### src/rtl/e_cpu_io_bridge_if.sv
// CPU request/response handshake plus E_CPU_IO tile lanes for one custom-instruction bridge.
interface e_cpu_io_bridge_if;
    localparam int unsigned DATA_W = 32;
    localparam int unsigned LANE_W = 4;

    logic              req_valid;
    logic              req_ready;
    logic [DATA_W-1:0] req_opa;
    logic [DATA_W-1:0] req_opb;
    logic              rsp_valid;
    logic              rsp_ready;
    logic [DATA_W-1:0] rsp_data;
    logic              rsp_err;
    logic              rsp_timeout;
    logic [LANE_W-1:0] OPA_I;
    logic [LANE_W-1:0] OPB_I;
    logic [LANE_W-1:0] RES0_O;
    logic [LANE_W-1:0] RES1_O;
    logic [LANE_W-1:0] RES2_O;

    // CPU and fabric tile side
    modport master (
        output req_valid, req_opa, req_opb, rsp_ready, RES0_O, RES1_O, RES2_O,
        input  req_ready, rsp_valid, rsp_data, rsp_err, rsp_timeout, OPA_I, OPB_I
    );

    // Bridge side
    modport slave (
        input  req_valid, req_opa, req_opb, rsp_ready, RES0_O, RES1_O, RES2_O,
        output req_ready, rsp_valid, rsp_data, rsp_err, rsp_timeout, OPA_I, OPB_I
    );
endinterface

### src/rtl/e_cpu_io_bridge.sv
// Serialises a CPU operand pair onto the E_CPU_IO OPA/OPB lanes in 7-bit beats and
// gathers three 11-bit result beats from RES0/1/2 into a 32-bit result with error/timeout.
module e_cpu_io_bridge #(
    parameter int unsigned TIMEOUT_CYCLES = 1024
) (
    input logic                UserCLK,
    input logic                resetn,
    e_cpu_io_bridge_if.slave   bus
);
    localparam int unsigned FRAME_W    = 70;
    localparam int unsigned BEAT_W     = 7;
    localparam int unsigned N_BEATS    = 10;
    localparam int unsigned BCNT_W     = 4;
    localparam int unsigned RES_W      = 33;
    localparam int unsigned RBEAT_W    = 11;
    localparam int unsigned RCNT_W     = 2;
    localparam int unsigned N_RBEATS   = 3;
    localparam int unsigned TO_W       = $clog2(TIMEOUT_CYCLES);

    typedef enum logic [1:0] {IDLE, SEND, WAIT, RESP} state_t;

    state_t              state_q, state_d;
    logic [FRAME_W-1:0]  frame_q, frame_d;
    logic [BCNT_W-1:0]   beat_q, beat_d;
    logic [RES_W-1:0]    res_q, res_d;
    logic [RCNT_W-1:0]   rcnt_q, rcnt_d;
    logic [TO_W-1:0]     tcnt_q, tcnt_d;
    logic                req_ready_q, req_ready_d;
    logic                rsp_valid_q, rsp_valid_d;
    logic [31:0]         rsp_data_q, rsp_data_d;
    logic                rsp_err_q, rsp_err_d;
    logic                rsp_timeout_q, rsp_timeout_d;
    logic [3:0]          opa_q, opa_d;
    logic [3:0]          opb_q, opb_d;

    logic                accept;
    logic                res_beat;
    logic                last_send;
    logic                last_res;
    logic                timed_out;
    logic [RBEAT_W-1:0]  res_payload;
    logic [RES_W-1:0]    res_shift;
    logic [FRAME_W-1:0]  new_frame;

    assign accept      = (state_q == IDLE) && bus.req_valid;
    assign res_beat    = (state_q == WAIT) && bus.RES2_O[3];
    assign res_payload = {bus.RES2_O[2:0], bus.RES1_O, bus.RES0_O};
    assign res_shift   = {res_payload, res_q[RES_W-1:RBEAT_W]};
    assign last_send   = (beat_q == BCNT_W'(N_BEATS - 1));
    assign last_res    = res_beat && (rcnt_q == RCNT_W'(N_RBEATS - 1));
    // A beat on the deadline cycle wins over the timeout
    assign timed_out   = (state_q == WAIT) && !res_beat && (tcnt_q == TO_W'(TIMEOUT_CYCLES - 1));
    assign new_frame   = {6'b0, bus.req_opb, bus.req_opa};

    // State and registered outputs
    always_ff @(posedge UserCLK) begin
        if (!resetn) begin
            state_q       <= IDLE;
            frame_q       <= '0;
            beat_q        <= '0;
            res_q         <= '0;
            rcnt_q        <= '0;
            tcnt_q        <= '0;
            req_ready_q   <= 1'b1;
            rsp_valid_q   <= 1'b0;
            rsp_data_q    <= '0;
            rsp_err_q     <= 1'b0;
            rsp_timeout_q <= 1'b0;
            opa_q         <= '0;
            opb_q         <= '0;
        end else begin
            state_q       <= state_d;
            frame_q       <= frame_d;
            beat_q        <= beat_d;
            res_q         <= res_d;
            rcnt_q        <= rcnt_d;
            tcnt_q        <= tcnt_d;
            req_ready_q   <= req_ready_d;
            rsp_valid_q   <= rsp_valid_d;
            rsp_data_q    <= rsp_data_d;
            rsp_err_q     <= rsp_err_d;
            rsp_timeout_q <= rsp_timeout_d;
            opa_q         <= opa_d;
            opb_q         <= opb_d;
        end
    end

    // Next-state logic
    always_comb begin
        state_d = state_q;
        case (state_q)
            IDLE:    if (accept) state_d = SEND;
            SEND:    if (last_send) state_d = WAIT;
            WAIT:    if (last_res || timed_out) state_d = RESP;
            RESP:    if (bus.rsp_ready) state_d = IDLE;
            default: state_d = IDLE;
        endcase
    end

    // Datapath and output next values; lanes fall back to zero outside SEND
    always_comb begin
        frame_d       = frame_q;
        beat_d        = beat_q;
        res_d         = res_q;
        rcnt_d        = rcnt_q;
        tcnt_d        = tcnt_q;
        req_ready_d   = req_ready_q;
        rsp_valid_d   = rsp_valid_q;
        rsp_data_d    = rsp_data_q;
        rsp_err_d     = rsp_err_q;
        rsp_timeout_d = rsp_timeout_q;
        opa_d         = 4'h0;
        opb_d         = 4'h0;
        case (state_q)
            IDLE: begin
                if (accept) begin
                    frame_d       = new_frame >> BEAT_W;
                    beat_d        = '0;
                    req_ready_d   = 1'b0;
                    rsp_timeout_d = 1'b0;
                    opa_d         = new_frame[3:0];
                    opb_d         = {1'b1, new_frame[6:4]};
                end
            end
            SEND: begin
                if (last_send) begin
                    tcnt_d = '0;
                    rcnt_d = '0;
                end else begin
                    frame_d = frame_q >> BEAT_W;
                    beat_d  = beat_q + BCNT_W'(1);
                    opa_d   = frame_q[3:0];
                    opb_d   = {1'b1, frame_q[6:4]};
                end
            end
            WAIT: begin
                if (res_beat) begin
                    res_d  = res_shift;
                    rcnt_d = rcnt_q + RCNT_W'(1);
                    tcnt_d = '0;
                    if (last_res) begin
                        rsp_valid_d   = 1'b1;
                        rsp_data_d    = res_shift[31:0];
                        rsp_err_d     = res_shift[32];
                        rsp_timeout_d = 1'b0;
                    end
                end else if (timed_out) begin
                    rsp_valid_d   = 1'b1;
                    rsp_data_d    = '0;
                    rsp_err_d     = 1'b1;
                    rsp_timeout_d = 1'b1;
                end else begin
                    tcnt_d = tcnt_q + TO_W'(1);
                end
            end
            RESP: begin
                if (bus.rsp_ready) begin
                    rsp_valid_d = 1'b0;
                    req_ready_d = 1'b1;
                end
            end
            default: ;
        endcase
    end

    assign bus.req_ready   = req_ready_q;
    assign bus.rsp_valid   = rsp_valid_q;
    assign bus.rsp_data    = rsp_data_q;
    assign bus.rsp_err     = rsp_err_q;
    assign bus.rsp_timeout = rsp_timeout_q;
    assign bus.OPA_I       = opa_q;
    assign bus.OPB_I       = opb_q;

endmodule

### src/flat_wrapper.sv
// flat-port wrapper written by rule: the top's interface ports become plain ports
module e_cpu_io_bridge_flat 
#(
    parameter int unsigned TIMEOUT_CYCLES = 1024
)
  (UserCLK, resetn, bus_req_valid, bus_req_opa, bus_req_opb, bus_rsp_ready, bus_RES0_O, bus_RES1_O, bus_RES2_O, bus_req_ready, bus_rsp_valid, bus_rsp_data, bus_rsp_err, bus_rsp_timeout, bus_OPA_I, bus_OPB_I);
  e_cpu_io_bridge_if bus_i ();
  input logic UserCLK;
  input logic resetn;
  input wire logic [$bits(bus_i.req_valid)-1:0] bus_req_valid;
  input wire logic [$bits(bus_i.req_opa)-1:0] bus_req_opa;
  input wire logic [$bits(bus_i.req_opb)-1:0] bus_req_opb;
  input wire logic [$bits(bus_i.rsp_ready)-1:0] bus_rsp_ready;
  input wire logic [$bits(bus_i.RES0_O)-1:0] bus_RES0_O;
  input wire logic [$bits(bus_i.RES1_O)-1:0] bus_RES1_O;
  input wire logic [$bits(bus_i.RES2_O)-1:0] bus_RES2_O;
  output wire logic [$bits(bus_i.req_ready)-1:0] bus_req_ready;
  output wire logic [$bits(bus_i.rsp_valid)-1:0] bus_rsp_valid;
  output wire logic [$bits(bus_i.rsp_data)-1:0] bus_rsp_data;
  output wire logic [$bits(bus_i.rsp_err)-1:0] bus_rsp_err;
  output wire logic [$bits(bus_i.rsp_timeout)-1:0] bus_rsp_timeout;
  output wire logic [$bits(bus_i.OPA_I)-1:0] bus_OPA_I;
  output wire logic [$bits(bus_i.OPB_I)-1:0] bus_OPB_I;
  assign bus_i.req_valid = bus_req_valid;
  assign bus_i.req_opa = bus_req_opa;
  assign bus_i.req_opb = bus_req_opb;
  assign bus_i.rsp_ready = bus_rsp_ready;
  assign bus_i.RES0_O = bus_RES0_O;
  assign bus_i.RES1_O = bus_RES1_O;
  assign bus_i.RES2_O = bus_RES2_O;
  assign bus_req_ready = bus_i.req_ready;
  assign bus_rsp_valid = bus_i.rsp_valid;
  assign bus_rsp_data = bus_i.rsp_data;
  assign bus_rsp_err = bus_i.rsp_err;
  assign bus_rsp_timeout = bus_i.rsp_timeout;
  assign bus_OPA_I = bus_i.OPA_I;
  assign bus_OPB_I = bus_i.OPB_I;
  e_cpu_io_bridge #(.TIMEOUT_CYCLES(TIMEOUT_CYCLES)) u_core (.UserCLK(UserCLK), .resetn(resetn), .bus(bus_i));
endmodule
### config.mk
export PLATFORM = sky130hd
export DESIGN_NAME = e_cpu_io_bridge_flat
export DESIGN_NICKNAME = d
export VERILOG_FILES = /design/src/rtl/e_cpu_io_bridge_if.sv /design/src/rtl/e_cpu_io_bridge.sv /design/src/flat_wrapper.sv
export SDC_FILE = /design/constraint.sdc
export NUM_CORES = 1
export LEC_CHECK = 0
export ABC_CLOCK_PERIOD_IN_PS = 1850
export CAP_MARGIN = 20
export CORE_MARGIN = 3
export CORE_UTILIZATION = 32
export DETAILED_ROUTE_END_ITERATION = 10
export PLACE_DENSITY = 0.66
export SYNTH_ARGS = -nofsm -noshare
export SYNTH_HDL_FRONTEND = slang
export SYNTH_SLANG_ARGS = --single-unit
### constraint.sdc
create_clock -name UserCLK -period 1.85 [get_ports UserCLK]
set_clock_uncertainty 0.1 [all_clocks]
set_input_delay 0.37 -clock UserCLK [delete_from_list [all_inputs] [get_ports UserCLK]]
set_output_delay 0.37 -clock UserCLK [all_outputs]
set_load 0.1 [all_outputs]
# Yosys cells after proc, flatten, opt, wreduce, memory -nomap -nowiden
# Index checks and enable logic that the tools add are counted.
# word_totals
ff_bits	165
input_bits	80
output_inout_bits	44
elab_cells	95
# op_classes
add_sub_neg	3
n_eq_ne	16
muxes	40
n_reduce_logical	23
# ops
operator	count
$mux 70	2
$pmux 70 s2	1
$mux 32	3
$mux 10	3
$mux 4	6
$pmux 4 s2	3
$pmux 10 s2	1
$reduce_and 3->1	5
$mux 2	6
$reduce_and 4->1	3
$reduce_bool 2->1	6
$add 10x1->10 const B	1
$eq 10x10->1 const B	1
$mux 1	10
$ne 2x2->1 const B	4
$pmux 2 s4	1
$eq 2x2->1 const B	3
$ne 2x1->1 const B	3
$pmux 1 s2	3
$logic_and 1x1->1	5
$add 4x1->4 const B	1
$eq 4x4->1 const B	1
$pmux 2 s2	1
$ne 3x1->1 const B	1
other kinds (8)	8

# Depth between registers and ports, before layout
# logic_depth
depth_word	8
depth_mapped	8

# Worst setup path before layout
# No wires, ideal clock.
# synth_path
path_type	register to register
startpoint	reg u_core.state_q[1]
endpoint	reg u_core.tcnt_q[5]
setup_ns	0.072
t_arrival_ns	1.640
required_ns	1.678
slack_ns	0.038
path_stages_with_launch	9
path_buffers	2
synth_period_minus_slack_ns	1.812
cell_sequence	dfxtp_1 -> inv_1 -> ha_1 -> clkbuf_2 -> inv_1 -> o21ai_2 -> buf_6 -> nor4b_1 -> mux2i_1
# synth_via
elab_chain_cells	7
word_cells_on_any_way	12
cone_classes	eq/ne (4); mux (2); reduce/logical (6)
# synth_rtl
element	line_no	source
start, declared	e_cpu_io_bridge.sv:22	state_t state_q, state_d;
start signal, assigned	e_cpu_io_bridge.sv:72	state_q <= state_d;
$eq 2x2->1	e_cpu_io_bridge.sv:46, e_cpu_io_bridge.sv:52, e_cpu_io_bridge.sv:114	
$logic_and 1x1->1	e_cpu_io_bridge.sv:46	assign res_beat = (state_q == WAIT) && bus.RES2_O[3];
$logic_not 1->1	e_cpu_io_bridge.sv:52	assign timed_out = (state_q == WAIT) && !res_beat && (tcnt_q == TO_W'(TIMEOUT_CYCLES - 1));
$logic_and 1x1->1 (2 in a row)	e_cpu_io_bridge.sv:52	
$ne 3x2->1 (no source line)	--	
$reduce_and 3->1 (no source line)	--	
end signal, assigned	e_cpu_io_bridge.sv:77	tcnt_q <= tcnt_d;
end, declared	e_cpu_io_bridge.sv:27	logic [TO_W-1:0] tcnt_q, tcnt_d;
# Parallel ways exist; a longest one is shown, timed or not.
# A chain may end at the register's enable or synchronous reset.

# Worst setup path after layout
# layout_path
startpoint	reg u_core.state_q[0]
endpoint	reg u_core.frame_q[9]
# layout_via
elab_chain_cells	4
word_cells_on_any_way	8
cone_classes	eq/ne (3); mux (1); reduce/logical (4)
# layout_rtl
element	line_no	source
$logic_not 2->1	e_cpu_io_bridge.sv:45, e_cpu_io_bridge.sv:114	
$logic_and 1x1->1	e_cpu_io_bridge.sv:45	assign accept = (state_q == IDLE) && bus.req_valid;
$ne 2x1->1 (no source line)	--	
$reduce_and 3->1 (no source line)	--	
end signal, assigned	e_cpu_io_bridge.sv:73	frame_q <= frame_d;
end, declared	e_cpu_io_bridge.sv:23	logic [FRAME_W-1:0] frame_q, frame_d;
# Parallel ways exist; a longest one is shown, timed or not.

==> flow_metrics.env <==
export IMPL_grt_pass1_vias=4995
export IMPL_dpl_instance_area_um2=8050
export IMPL_initial_core_util_pct=33.4
export IMPL_track_usage_pct=15.7
export IMPL_portBuffers=123
export IMPL_hold_ws_ps=357
export IMPL_ios=124
export IMPL_grt_max_degree=61
export IMPL_r2r_start="u_core.state_q[0]"
export IMPL_hold_path_class="reg -> reg"
export IMPL_finalSetupViolCount=0
export IMPL_cp_end_kind="flop"
export IMPL_grt_first_pass_wirelength_mm=25.7
export IMPL_routed_wl_mm=16.8
export IMPL_syn_inst=666
export IMPL_crit_slowest_cell="dfxtp_2"
export IMPL_synth_seq_area_share_pct=47.9
export IMPL_synth_area_um2=5890
export IMPL_maxSlewHeadroom_pct=64.7
export IMPL_fin_util_pct=52.6
export IMPL_hpwl_mm=10.2
export IMPL_syn2layout_area_growth_pct=57.7
export IMPL_htree_levels=4
export IMPL_crit_type="reg -> reg"
export IMPL_cp_start_kind="flop"
export IMPL_p_leak_nw=3.34
export IMPL_clockBufferDepth=2
export IMPL_pre_cts_ws_ps=-226
export IMPL_whs_path_depth=2
export IMPL_critPathMaxFanout=11
export IMPL_rsz0062_at_grt="yes"
export IMPL_ys_top_cells_by_area="dfxtp_1 48%, mux2i_1 9.3%, a211oi_1 6.5%"
export IMPL_power_density_nw_per_um2=1430
export IMPL_hold_violations=0
export IMPL_cts_clk_slew_worst_paths_ps=60
export IMPL_design_area_um2=9290
export IMPL_antenna_found_initial=0
export IMPL_post_drt_wl_per_cell_um=15.9
export IMPL_cts_buffers=17
export IMPL_cts_hold_fix_buffers=0
export IMPL_drive_gt1_share_pct=22.7
export IMPL_status="completed"
export IMPL_layout_nets=905
export IMPL_num_fill_cells=1586
export IMPL_viasPerCell=5.05
export IMPL_final_setup_worst_slack_ps=50.8
export IMPL_synth_edf_count=0
export IMPL_fmax_mhz=556
export IMPL_min_period_over_period_pct=97.3
export IMPL_cts_sinks=141
export IMPL_path_delay_family="buffers and inverters"
export IMPL_period_needed_ps=1800
export IMPL_r2r_cells=8
export IMPL_timing_rr_end="u_core.frame_q[9]"
export IMPL_yosysWarnings=0
export IMPL_grt_overflow=0
export IMPL_dr_total_vias=5316
export IMPL_drt_iter0_markers=271
export IMPL_n_antenna_cell=0
export IMPL_cts_root_buf="clkbuf_16"
export IMPL_cts_tree="built"
export IMPL_synth_area_leader_cell="dfxtp_1"
export IMPL_firstDrtPassIters=4
export IMPL_yosysMostFrequentCell="dfxtp_1"
export IMPL_cp_required_ps=2080
export IMPL_cpMostUsedCell="buf_4"
export IMPL_ys_types=47
export IMPL_netlist_area_leader_share_pct=47.9
export IMPL_tightest_slew_ps=526
export IMPL_die_y_um=142
export IMPL_irDropWorstVdd_v=0.00109
export IMPL_power_total_mw=13.3
export IMPL_coreArea_um2=17700
export IMPL_die_width_um=142
export IMPL_row_count=48
export IMPL_arrival_ps=2030
export IMPL_report_final_slew_viol_count=0
export IMPL_worstHoldStart="u_core.res_q[20]"
export IMPL_min_to="u_core.res_q[20]"
export IMPL_clock_latency_ps=410
export IMPL_die_area_um2=20100
export IMPL_place_gp_congestion=0.755
export IMPL_ant_nets=0
export IMPL_synth_common_cells="141 x dfxtp_1, 89 x nand2_1, 73 x nor2_1"
export IMPL_avgSynthCellArea_um2=8.84
export IMPL_cp_cell_sequence="buf_4 > ha_4 > buf_4 > a21oi_4 > buf_12 > buf_6 > clkbuf_16 > a211oi_1"
export IMPL_drc=0
export IMPL_ys_flop_type="dfxtp_1"
export IMPL_async_flop_share_pct=0
export IMPL_ys_ff_latch=141
export IMPL_maxCapViolations=0
export IMPL_syn_nets=755
export IMPL_cpPeakStageDelay_ps=340
export IMPL_path_buf_inv=5
export IMPL_rrSetupSlack_ps=50
stage by stage:
stage | std cells | setup TNS, ps
6_report | 1053 | 0
5_1_grt | 1053 | -203
4_1_cts | 1040 | -22.4
3_5_place_dp | 1000 | -12440
3_3_place_gp | 1000 | -8440
2_1_floorplan | 666 | 0
tightest hold or removal path, cell delays in order, from the launching register on:
cell and delay, ps:
dfxtp_1 310, nand2_1 50, a21oi_1 50
cells in the final DEF (no fill, tap or decap), drive strengths merged, types with 8 or more instances in the layout:
cell type        n
o21ai            8
nor2            73
nand4           34
dfxtp          141
a211oi          51
clkbuf          23
inv             12
buf            102
mux2i           55
ha               9
clkdlybuf4s50   79
nand2           89
a22oi           14
a21oi           71
state kept, by name, summed over array words and instances, names as in the netlist:
name,flops
u_core.frame_q,57
u_core.bus.rsp_data,32
u_core.res_q,22
u_core.tcnt_q,10
u_core.beat_q,4
u_core.bus.OPA_I,4
u_core.bus.OPB_I,4
u_core.rcnt_q,2
u_core.state_q,2
u_core.bus.req_ready,1
u_core.bus.rsp_err,1
u_core.bus.rsp_timeout,1
u_core.bus.rsp_valid,1
area by class of cell:
cell class	instances	area, µm²	area share, %
clock inverters	13	235	2.53
clock buffers	18	439	4.73
repair buffers	186	2480	26.7
inverters	12	50.0	0.539
multi-input cells	458	2980	32.1
well taps	225	282	3.03
flip-flops and latches	141	2830	30.4
what timing repair did:
action,CTS,global route
gates resized for setup,15,44
hold endpoints to repair,0,0
endpoints found under the setup margin,55,108
buffers inserted,5,8
pin swaps,15,20
gates cloned,4,6
power by group:
part | internal (mW) | total [mW] | switching, mW
Sequential | 3.65 | 4.00 | 0.351
Clock | 2.57 | 3.90 | 1.34
Combinational | 2.60 | 5.43 | 2.83
cell families (layout without fill, tap and decap cells):
group,count (synthesis),after routing,synth area share [%]
AND/OR/NAND/NOR,234,234,18.4
XOR/XNOR,2,2,0.297
multiplexers,55,55,9.35
flip-flops,141,141,47.9
adder cells (fa/ha/maj),9,9,1.91
buffers and inverters,68,229,4.97
AO/OA/AOI/OAI,157,158,17.2
worst max-delay path by stage:
| stage | start | end | slack (ps) | depth (start not counted) |
|---|---|---|---|---|
| global route | u_core.state_q[0] | u_core.tcnt_q[7] | -20 | 8 |
| CTS | u_core.beat_q[1] | u_core.frame_q[46] | -5 | 10 |
| detailed placement | bus_RES2_O[3] | u_core.tcnt_q[3] | -230 | 6 |
| floorplan | u_core.state_q[1] | u_core.tcnt_q[5] | 40 | 8 |
| finish | u_core.state_q[0] | u_core.frame_q[9] | 50 | 8 |
| global placement | bus_RES2_O[3] | u_core.tcnt_q[6] | -180 | 6 |
per-layer routing:
| layer | vias to the layer above | global-route usage (%) | wire, µm |
|---|---|---|---|
| li1 | 2689 | - | - |
| met1 | 2503 | 21.5 | 7780 |
| met2 | 108 | 24.4 | 7970 |
| met3 | 16 | 4.55 | 841 |
| met4 | 0 | 4.24 | 196 |
| met5 | - | 0 | 0 |
(Power assumes the default switching activity.)
